--- src/rtl/hit_resolver_if.sv ---
// Bus between the two player FSMs/hitbox generators and the hit resolver.
// The master drives player state and box corners; the slave returns health, hit, stun and KO status.
interface hit_resolver_if;
  localparam int unsigned COORD_W  = 10;
  localparam int unsigned STATE_W  = 4;
  localparam int unsigned HEALTH_W = 8;
  localparam int unsigned WIN_W    = 2;

  logic                new_round;
  logic [STATE_W-1:0]  p1_state;
  logic [STATE_W-1:0]  p2_state;

  logic [COORD_W-1:0]  p1_hit_x1, p1_hit_x2, p1_hit_y1, p1_hit_y2;
  logic [COORD_W-1:0]  p2_hit_x1, p2_hit_x2, p2_hit_y1, p2_hit_y2;
  logic [COORD_W-1:0]  p1_hurt_x1, p1_hurt_x2, p1_hurt_y1, p1_hurt_y2;
  logic [COORD_W-1:0]  p2_hurt_x1, p2_hurt_x2, p2_hurt_y1, p2_hurt_y2;

  logic [HEALTH_W-1:0] p1_health;
  logic [HEALTH_W-1:0] p2_health;
  logic                p1_hit;
  logic                p2_hit;
  logic                p1_stun;
  logic                p2_stun;
  logic                ko;
  logic [WIN_W-1:0]    winner;

  modport master (
    output new_round, p1_state, p2_state,
    output p1_hit_x1, p1_hit_x2, p1_hit_y1, p1_hit_y2,
    output p2_hit_x1, p2_hit_x2, p2_hit_y1, p2_hit_y2,
    output p1_hurt_x1, p1_hurt_x2, p1_hurt_y1, p1_hurt_y2,
    output p2_hurt_x1, p2_hurt_x2, p2_hurt_y1, p2_hurt_y2,
    input  p1_health, p2_health, p1_hit, p2_hit, p1_stun, p2_stun, ko, winner
  );

  modport slave (
    input  new_round, p1_state, p2_state,
    input  p1_hit_x1, p1_hit_x2, p1_hit_y1, p1_hit_y2,
    input  p2_hit_x1, p2_hit_x2, p2_hit_y1, p2_hit_y2,
    input  p1_hurt_x1, p1_hurt_x2, p1_hurt_y1, p1_hurt_y2,
    input  p2_hurt_x1, p2_hurt_x2, p2_hurt_y1, p2_hurt_y2,
    output p1_health, p2_health, p1_hit, p2_hit, p1_stun, p2_stun, ko, winner
  );
endinterface

--- src/rtl/hit_resolver.sv ---
// Resolves hitbox/hurtbox contact between two fighters: applies damage, hitstun,
// one-hit-per-attack arming, and the FIGHT/KO round flow with winner latching.
module hit_resolver #(
  parameter int unsigned HEALTH_MAX  = 100,
  parameter int unsigned DAMAGE      = 10,
  parameter int unsigned STUN_CYCLES = 20
) (
  input logic          clk,
  input logic          rst,
  hit_resolver_if.slave bus
);
  localparam int unsigned COORD_W  = 10;
  localparam int unsigned STATE_W  = 4;
  localparam int unsigned HEALTH_W = 8;
  localparam int unsigned WIN_W    = 2;
  localparam int unsigned STUN_W   = (STUN_CYCLES < 2) ? 1 : $clog2(STUN_CYCLES + 1);

  localparam logic [STATE_W-1:0]  ST_ATTACK_END = STATE_W'(4);
  localparam logic [HEALTH_W-1:0] HEALTH_FULL   = HEALTH_W'(HEALTH_MAX);
  localparam logic [STUN_W-1:0]   STUN_LOAD     = STUN_W'(STUN_CYCLES);

  typedef enum logic {
    FIGHT = 1'b0,
    KO    = 1'b1
  } state_t;

  state_t              state_q, state_d;
  logic [HEALTH_W-1:0] health1_q, health1_d;
  logic [HEALTH_W-1:0] health2_q, health2_d;
  logic [STUN_W-1:0]   stun_cnt1_q, stun_cnt1_d;
  logic [STUN_W-1:0]   stun_cnt2_q, stun_cnt2_d;
  logic                arm1_q, arm1_d;
  logic                arm2_q, arm2_d;
  logic                hit1_q, hit1_d;
  logic                hit2_q, hit2_d;
  logic                stun1_q, stun1_d;
  logic                stun2_q, stun2_d;
  logic                ko_q, ko_d;
  logic [WIN_W-1:0]    winner_q, winner_d;

  logic                p1_contact_c, p2_contact_c;
  logic                p1_strikes_c, p2_strikes_c;

  // Inclusive overlap of two intervals whose endpoints may arrive in either order.
  function automatic logic axis_overlap(input logic [COORD_W-1:0] a1, input logic [COORD_W-1:0] a2,
                                        input logic [COORD_W-1:0] b1, input logic [COORD_W-1:0] b2);
    logic [COORD_W-1:0] amin, amax, bmin, bmax;
    amin = (a1 < a2) ? a1 : a2;
    amax = (a1 < a2) ? a2 : a1;
    bmin = (b1 < b2) ? b1 : b2;
    bmax = (b1 < b2) ? b2 : b1;
    return (amin <= bmax) && (bmin <= amax);
  endfunction

  function automatic logic [HEALTH_W-1:0] take_damage(input logic [HEALTH_W-1:0] h);
    if (32'(h) > DAMAGE) return h - HEALTH_W'(DAMAGE);
    return '0;
  endfunction

  function automatic logic [STUN_W-1:0] drain(input logic [STUN_W-1:0] cnt);
    if (cnt != '0) return cnt - STUN_W'(1);
    return '0;
  endfunction

  // Geometric contact of each attacker's hitbox with the opponent's hurtbox.
  always_comb begin
    p1_contact_c = axis_overlap(bus.p1_hit_x1, bus.p1_hit_x2, bus.p2_hurt_x1, bus.p2_hurt_x2) &&
                   axis_overlap(bus.p1_hit_y1, bus.p1_hit_y2, bus.p2_hurt_y1, bus.p2_hurt_y2);
    p2_contact_c = axis_overlap(bus.p2_hit_x1, bus.p2_hit_x2, bus.p1_hurt_x1, bus.p1_hurt_x2) &&
                   axis_overlap(bus.p2_hit_y1, bus.p2_hit_y2, bus.p1_hurt_y1, bus.p1_hurt_y2);
  end

  // Only the attack-end state of an armed attacker lands during FIGHT; codes 6-15 never match.
  always_comb begin
    p1_strikes_c = (state_q == FIGHT) && arm1_q && (bus.p1_state == ST_ATTACK_END) && p1_contact_c;
    p2_strikes_c = (state_q == FIGHT) && arm2_q && (bus.p2_state == ST_ATTACK_END) && p2_contact_c;
  end

  // Next-state and next-output logic for the round FSM and per-player bookkeeping.
  always_comb begin
    state_d     = state_q;
    health1_d   = health1_q;
    health2_d   = health2_q;
    stun_cnt1_d = drain(stun_cnt1_q);
    stun_cnt2_d = drain(stun_cnt2_q);
    arm1_d      = arm1_q | (bus.p1_state != ST_ATTACK_END);
    arm2_d      = arm2_q | (bus.p2_state != ST_ATTACK_END);
    hit1_d      = 1'b0;
    hit2_d      = 1'b0;
    winner_d    = winner_q;

    case (state_q)
      FIGHT: begin
        if (p1_strikes_c) begin
          health2_d   = take_damage(health2_q);
          hit2_d      = 1'b1;
          stun_cnt2_d = STUN_LOAD;
          arm1_d      = 1'b0;
        end
        if (p2_strikes_c) begin
          health1_d   = take_damage(health1_q);
          hit1_d      = 1'b1;
          stun_cnt1_d = STUN_LOAD;
          arm2_d      = 1'b0;
        end
        // Winner bit 1 marks p1 down, bit 0 marks p2 down; a trade to zero gives 11.
        if ((health1_d == '0) || (health2_d == '0)) begin
          state_d  = KO;
          winner_d = {health1_d == '0, health2_d == '0};
        end
      end
      KO: begin
        if (bus.new_round) begin
          state_d     = FIGHT;
          health1_d   = HEALTH_FULL;
          health2_d   = HEALTH_FULL;
          stun_cnt1_d = '0;
          stun_cnt2_d = '0;
          arm1_d      = 1'b1;
          arm2_d      = 1'b1;
          winner_d    = '0;
        end
      end
      default: state_d = FIGHT;
    endcase

    ko_d    = (state_d == KO);
    stun1_d = (stun_cnt1_d != '0);
    stun2_d = (stun_cnt2_d != '0);
  end

  always_ff @(posedge clk) begin
    if (rst) begin
      state_q     <= FIGHT;
      health1_q   <= HEALTH_FULL;
      health2_q   <= HEALTH_FULL;
      stun_cnt1_q <= '0;
      stun_cnt2_q <= '0;
      arm1_q      <= 1'b1;
      arm2_q      <= 1'b1;
      hit1_q      <= 1'b0;
      hit2_q      <= 1'b0;
      stun1_q     <= 1'b0;
      stun2_q     <= 1'b0;
      ko_q        <= 1'b0;
      winner_q    <= '0;
    end else begin
      state_q     <= state_d;
      health1_q   <= health1_d;
      health2_q   <= health2_d;
      stun_cnt1_q <= stun_cnt1_d;
      stun_cnt2_q <= stun_cnt2_d;
      arm1_q      <= arm1_d;
      arm2_q      <= arm2_d;
      hit1_q      <= hit1_d;
      hit2_q      <= hit2_d;
      stun1_q     <= stun1_d;
      stun2_q     <= stun2_d;
      ko_q        <= ko_d;
      winner_q    <= winner_d;
    end
  end

  assign bus.p1_health = health1_q;
  assign bus.p2_health = health2_q;
  assign bus.p1_hit    = hit1_q;
  assign bus.p2_hit    = hit2_q;
  assign bus.p1_stun   = stun1_q;
  assign bus.p2_stun   = stun2_q;
  assign bus.ko        = ko_q;
  assign bus.winner    = winner_q;
endmodule

--- src/flat_wrapper.sv ---
// flat-port wrapper written by rule: the top's interface ports become plain ports
module hit_resolver_flat 
#(
  parameter int unsigned HEALTH_MAX  = 100,
  parameter int unsigned DAMAGE      = 10,
  parameter int unsigned STUN_CYCLES = 20
)
  (clk, rst, bus_new_round, bus_p1_state, bus_p2_state, bus_p1_hit_x1, bus_p1_hit_x2, bus_p1_hit_y1, bus_p1_hit_y2, bus_p2_hit_x1, bus_p2_hit_x2, bus_p2_hit_y1, bus_p2_hit_y2, bus_p1_hurt_x1, bus_p1_hurt_x2, bus_p1_hurt_y1, bus_p1_hurt_y2, bus_p2_hurt_x1, bus_p2_hurt_x2, bus_p2_hurt_y1, bus_p2_hurt_y2, bus_p1_health, bus_p2_health, bus_p1_hit, bus_p2_hit, bus_p1_stun, bus_p2_stun, bus_ko, bus_winner);
  hit_resolver_if bus_i ();
  input logic clk;
  input logic rst;
  input wire logic [$bits(bus_i.new_round)-1:0] bus_new_round;
  input wire logic [$bits(bus_i.p1_state)-1:0] bus_p1_state;
  input wire logic [$bits(bus_i.p2_state)-1:0] bus_p2_state;
  input wire logic [$bits(bus_i.p1_hit_x1)-1:0] bus_p1_hit_x1;
  input wire logic [$bits(bus_i.p1_hit_x2)-1:0] bus_p1_hit_x2;
  input wire logic [$bits(bus_i.p1_hit_y1)-1:0] bus_p1_hit_y1;
  input wire logic [$bits(bus_i.p1_hit_y2)-1:0] bus_p1_hit_y2;
  input wire logic [$bits(bus_i.p2_hit_x1)-1:0] bus_p2_hit_x1;
  input wire logic [$bits(bus_i.p2_hit_x2)-1:0] bus_p2_hit_x2;
  input wire logic [$bits(bus_i.p2_hit_y1)-1:0] bus_p2_hit_y1;
  input wire logic [$bits(bus_i.p2_hit_y2)-1:0] bus_p2_hit_y2;
  input wire logic [$bits(bus_i.p1_hurt_x1)-1:0] bus_p1_hurt_x1;
  input wire logic [$bits(bus_i.p1_hurt_x2)-1:0] bus_p1_hurt_x2;
  input wire logic [$bits(bus_i.p1_hurt_y1)-1:0] bus_p1_hurt_y1;
  input wire logic [$bits(bus_i.p1_hurt_y2)-1:0] bus_p1_hurt_y2;
  input wire logic [$bits(bus_i.p2_hurt_x1)-1:0] bus_p2_hurt_x1;
  input wire logic [$bits(bus_i.p2_hurt_x2)-1:0] bus_p2_hurt_x2;
  input wire logic [$bits(bus_i.p2_hurt_y1)-1:0] bus_p2_hurt_y1;
  input wire logic [$bits(bus_i.p2_hurt_y2)-1:0] bus_p2_hurt_y2;
  output wire logic [$bits(bus_i.p1_health)-1:0] bus_p1_health;
  output wire logic [$bits(bus_i.p2_health)-1:0] bus_p2_health;
  output wire logic [$bits(bus_i.p1_hit)-1:0] bus_p1_hit;
  output wire logic [$bits(bus_i.p2_hit)-1:0] bus_p2_hit;
  output wire logic [$bits(bus_i.p1_stun)-1:0] bus_p1_stun;
  output wire logic [$bits(bus_i.p2_stun)-1:0] bus_p2_stun;
  output wire logic [$bits(bus_i.ko)-1:0] bus_ko;
  output wire logic [$bits(bus_i.winner)-1:0] bus_winner;
  assign bus_i.new_round = bus_new_round;
  assign bus_i.p1_state = bus_p1_state;
  assign bus_i.p2_state = bus_p2_state;
  assign bus_i.p1_hit_x1 = bus_p1_hit_x1;
  assign bus_i.p1_hit_x2 = bus_p1_hit_x2;
  assign bus_i.p1_hit_y1 = bus_p1_hit_y1;
  assign bus_i.p1_hit_y2 = bus_p1_hit_y2;
  assign bus_i.p2_hit_x1 = bus_p2_hit_x1;
  assign bus_i.p2_hit_x2 = bus_p2_hit_x2;
  assign bus_i.p2_hit_y1 = bus_p2_hit_y1;
  assign bus_i.p2_hit_y2 = bus_p2_hit_y2;
  assign bus_i.p1_hurt_x1 = bus_p1_hurt_x1;
  assign bus_i.p1_hurt_x2 = bus_p1_hurt_x2;
  assign bus_i.p1_hurt_y1 = bus_p1_hurt_y1;
  assign bus_i.p1_hurt_y2 = bus_p1_hurt_y2;
  assign bus_i.p2_hurt_x1 = bus_p2_hurt_x1;
  assign bus_i.p2_hurt_x2 = bus_p2_hurt_x2;
  assign bus_i.p2_hurt_y1 = bus_p2_hurt_y1;
  assign bus_i.p2_hurt_y2 = bus_p2_hurt_y2;
  assign bus_p1_health = bus_i.p1_health;
  assign bus_p2_health = bus_i.p2_health;
  assign bus_p1_hit = bus_i.p1_hit;
  assign bus_p2_hit = bus_i.p2_hit;
  assign bus_p1_stun = bus_i.p1_stun;
  assign bus_p2_stun = bus_i.p2_stun;
  assign bus_ko = bus_i.ko;
  assign bus_winner = bus_i.winner;
  hit_resolver #(.HEALTH_MAX(HEALTH_MAX), .DAMAGE(DAMAGE), .STUN_CYCLES(STUN_CYCLES)) u_core (.clk(clk), .rst(rst), .bus(bus_i));
endmodule
--- config.mk ---
export PLATFORM = sky130hd
export DESIGN_NAME = hit_resolver_flat
export DESIGN_NICKNAME = d
export VERILOG_FILES = /design/src/rtl/hit_resolver_if.sv /design/src/rtl/hit_resolver.sv /design/src/flat_wrapper.sv
export SDC_FILE = /design/constraint.sdc
export NUM_CORES = 1
export LEC_CHECK = 0
export BUFFER_PORTS_ARGS = -buffer_cell sky130_fd_sc_hd__clkbuf_2
export CAP_MARGIN = 20
export CORE_AREA = 2 2 130 132
export CTS_CLUSTER_DIAMETER = 120
export CTS_CLUSTER_SIZE = 8
export DETAILED_ROUTE_END_ITERATION = 10
export DIE_AREA = 0 0 132 134
export PLACE_DENSITY = 0.78
export SETUP_SLACK_MARGIN = 0.02
export SYNTH_ARGS = -nofsm -noshare
export SYNTH_HDL_FRONTEND = slang
export SYNTH_SLANG_ARGS = --single-unit
export TNS_END_PERCENT = 30
--- constraint.sdc ---
create_clock -name clk -period 7.75 [get_ports clk]
set_input_delay 2.325 -clock clk [delete_from_list [all_inputs] [get_ports clk]]
set_output_delay 2.325 -clock clk [all_outputs]
set_load 0.1 [all_outputs]
==> metrics.yaml <==
run:
  max_cap_violations: 0
floorplan:
  initial_core_util_pct: 44.0
  dieArea_um2: 17700
  die_h_um: 134
  rows: 47
  io_pins: 194
  core_um2: 16300
  die_w_um: 132
place:
  io_buffer_count: 193
  dp_hpwl_um: 15900
  finalWeightedCongestion: 0.897
  place_area_um2: 8410
  placedCellCount: 1256
route:
  drt-pass1-iter-count: 5
  wirelength_um: 18200
  viasPerCell: 5.44
  antenna_left: 0
  vias: 6887
  wl_per_cell_um: 14.4
  drt-initial-drc-count: 345
  route.detailed.drc: 0
pwr:
  p_switching_uw: 489
  p_sw_share_pct: 42.8
  power.share.combinational_pct: 62.7
  pwr-share-seq_pct: 20.5
  leakage_uw: 0.00471
  intPower_uw: 654
  power.density_nw_per_um2: 134
  peakVddDrop_uv: 73.3
  p_clk_share_pct: 16.8
timing:
  setup_viol: 0
  slew-limit-headroom_pct: 44.0
  final.min_clock_period_ns: 6.97
  finClkSkew_ns: 0.00715
  final_max_slew_viol_count: 0
  hold_ws_ns: 0.467
  finalSetupTns_ns: 0
  hold_violations: 0
  worst_slew_pin_slew_ns: 0.829
  rsz0062_at_grt: "false"
  fmax_mhz: 143
  fin_crit_sh_pct: 89.9
cts:
  cts_root_buf: "clkbuf_16"
  cts_hold_buf: 0
  clk_latency_ns: 0.28
  numCtsBuffers: 5
  cts_resized: 0
  cts_tree: "yes"
  cts_max_level: 2
  clkTransAtPathRegs_ns: 0.05
  cts.sinks: 35
  post-cts-setup-buffers: 0
  cts_buffer_depth: 2
logic_synthesis:
  synth_area_um2: 7170
  avgSynthCellArea_um2: 8.34
  syn-num-nets: 1188
  synthCells: 859
  ys_seq_area_share_pct: 9.77
  synthArstFlopShare_pct: 0
  yosys_warnings: 0
  synth_edf_count: 0
  ys_types: 61
  ys_ff_latch: 35
  synth_ff_type: "dfxtp_1"
global_routing:
  grtUsageTotal_pct: 20.0
  overflow: 0
  grt_pass1_wl_um: 29900
  first_global_vias: 6538
  antenna_found_initial: 1
  grt_max_degree: 21
worst_setup_path:
  cp_max_fo: 11
  cpLargestDelayFamily: "compound AO/OA/AOI/OAI gates"
  worst-path-buf-inv: 3
  cp_data_required_time_ns: 7.91
  startpoint_type: "input port"
  worstPathArrival_ns: 7.13
  cp_common_cell: "a21o_1"
  crit_type: "in2reg"
  end_kind: "flip-flop"
  cp_slowest_cell: "a31oi_2"
  crit_chain: "clkbuf_2 > inv_1 > ha_1 > a21o_1 > a21o_1 > a21o_1 > a21o_1 > a21oi_1 > o21ai_0 > a31oi_2 > buf_4 > mux2_2 > ha_1 > nand4_1 > nor2_1 > a2111oi_4 > o21bai_1 > nor4_4 > mux2i_1 > o22a_1 > o21ai_1"
  critPathMaxStageDelay_ns: 0.56
final_layout:
  fillers: 1521
  layout_common_cells: "clkbuf_2, ha_1, inv_1"
  final_cells: 1266
  final_cell_area_um2: 8550
  area_growth_pct: 19.3
  drive_gt1_share_pct: 29.5
  fin_util_pct: 52.5
  final_common_cell: "clkbuf_2"
  nNetsFinal: 1373
  multi_input_area_um2: 6030
  seqCellArea_um2: 701
hold_path:
  hold_class: "reg2reg"
outcome:
  status: "completed"
-- metal layers --
metal | track usage (%) | vias up | routed length, um
met1 | 24.2 | 3126 | 8180
met2 | 37.4 | 193 | 8810
met4 | 4.29 | 0 | 303
li1 | - | 3548 | -
met5 | 0 | - | 0
met3 | 2.91 | 20 | 877
-- state kept, by name, indices dropped and copies added, names as in the netlist --
register / count
u_core.stun_cnt1_q: 5
u_core.bus.p1_hit: 1
u_core.bus.p2_hit: 1
u_core.bus.p1_health: 8
u_core.arm1_q: 1
u_core.bus.p2_stun: 1
u_core.arm2_q: 1
u_core.bus.p1_stun: 1
u_core.stun_cnt2_q: 5
u_core.bus.p2_health: 8
u_core.state_q: 1
u_core.bus.winner: 2
-- power groups by stage --
stage	Combinational, uW	Sequential (uW)	Clock (uW)
finish	717	234	192
global route	807	238	207
CTS	721	234	198
detailed placement	717	238	0
global placement	700	237	0
floorplan	487	277	0
-- layout make-up --
class / count / share of cell area (%)
flip-flops and latches: 35 / 8.19
multi-input cells: 703 / 70.5
repair buffers: 204 / 12.2
inverters: 95 / 4.17
well taps: 220 / 3.22
clock inverters: 1 / 0.0585
diodes: 1 / 0.0293
clock buffers: 7 / 1.55
-- worst min-delay path, delay by kind of cell (launching register included) --
kind | cells | cell delay, ns
compound gates | 1 | 0.05
flops | 1 | 0.31
simple gates | 1 | 0.06
-- final timing paths --
| kind | from | end | slack, ns | depth (start not counted) |
|---|---|---|---|---|
| hold reg to reg | u_core.bus.winner[1]$_SDFFE_PP0P_ | u_core.bus.winner[1]$_SDFFE_PP0P_ | 0.47 | 2 |
| hold / removal | u_core.bus.winner[1]$_SDFFE_PP0P_ | u_core.bus.winner[1]$_SDFFE_PP0P_ | 0.47 | 2 |
| setup / recovery | bus_p1_hurt_x2[1] | u_core.bus.winner[0]$_SDFFE_PP0P_ | 0.78 | 21 |
| setup reg to reg | u_core.bus.p1_health[1]$_SDFFE_PP0P_ | u_core.bus.winner[0]$_SDFFE_PP0P_ | 5.52 | 10 |
-- logic make-up after synthesis --
| logic type | after synthesis | synth area share (%) |
|---|---|---|
| DFF | 35 | 9.77 |
| adders and majority gates | 158 | 27.6 |
| muxes | 161 | 23.9 |
| buffers and inverters | 121 | 6.75 |
| xor gates and xnor gates | 5 | 0.611 |
| AOI/OAI and AO/OA | 200 | 18.5 |
| and+or+nand+nor | 179 | 12.9 |
-- synthesized netlist by cell type (2+ instances only) --
master / instances / area [um^2]
a32oi_1: 3 / 26.3
o41a_1: 2 / 22.5
o21ai_0: 40 / 200
xor2_1: 2 / 17.5
o22ai_1: 2 / 12.5
or3_1: 2 / 12.5
and4_1: 2 / 17.5
dfxtp_1: 35 / 701
nor2b_1: 2 / 12.5
o21a_1: 3 / 22.5
mux2_2: 80 / 901
nor3_1: 18 / 90.1
a21o_1: 51 / 383
clkbuf_1: 6 / 22.5
o21ai_1: 3 / 15.0
nand2b_1: 14 / 87.6
a211oi_1: 7 / 52.6
o31ai_1: 5 / 37.5
nor2_1: 41 / 154
nor4b_1: 2 / 17.5
nor3b_1: 2 / 15.0
a2111oi_0: 2 / 17.5
nand2_1: 54 / 203
a2111oi_4: 2 / 55.1
o21bai_1: 3 / 22.5
mux2i_1: 81 / 811
a31oi_1: 10 / 62.6
buf_2: 17 / 85.1
a21oi_1: 54 / 270
xnor2_1: 3 / 26.3
ha_1: 158 / 1980
a221oi_1: 2 / 17.5
nand3b_1: 4 / 30.0
nor4_1: 4 / 25.0
nand4_1: 13 / 81.3
inv_1: 95 / 357
nand3_1: 9 / 45.0
o22a_1: 3 / 26.3
-- per-stage QoR --
step	total power, uW	setup slack [ns]
after global placement	937	0.515
final	1140	0.779
after floorplan	764	1.23
after CTS	1150	0.767
after detailed placement	955	0.485
after global routing	1250	0.369
Note: power is estimated with default switching activity, not from simulation.
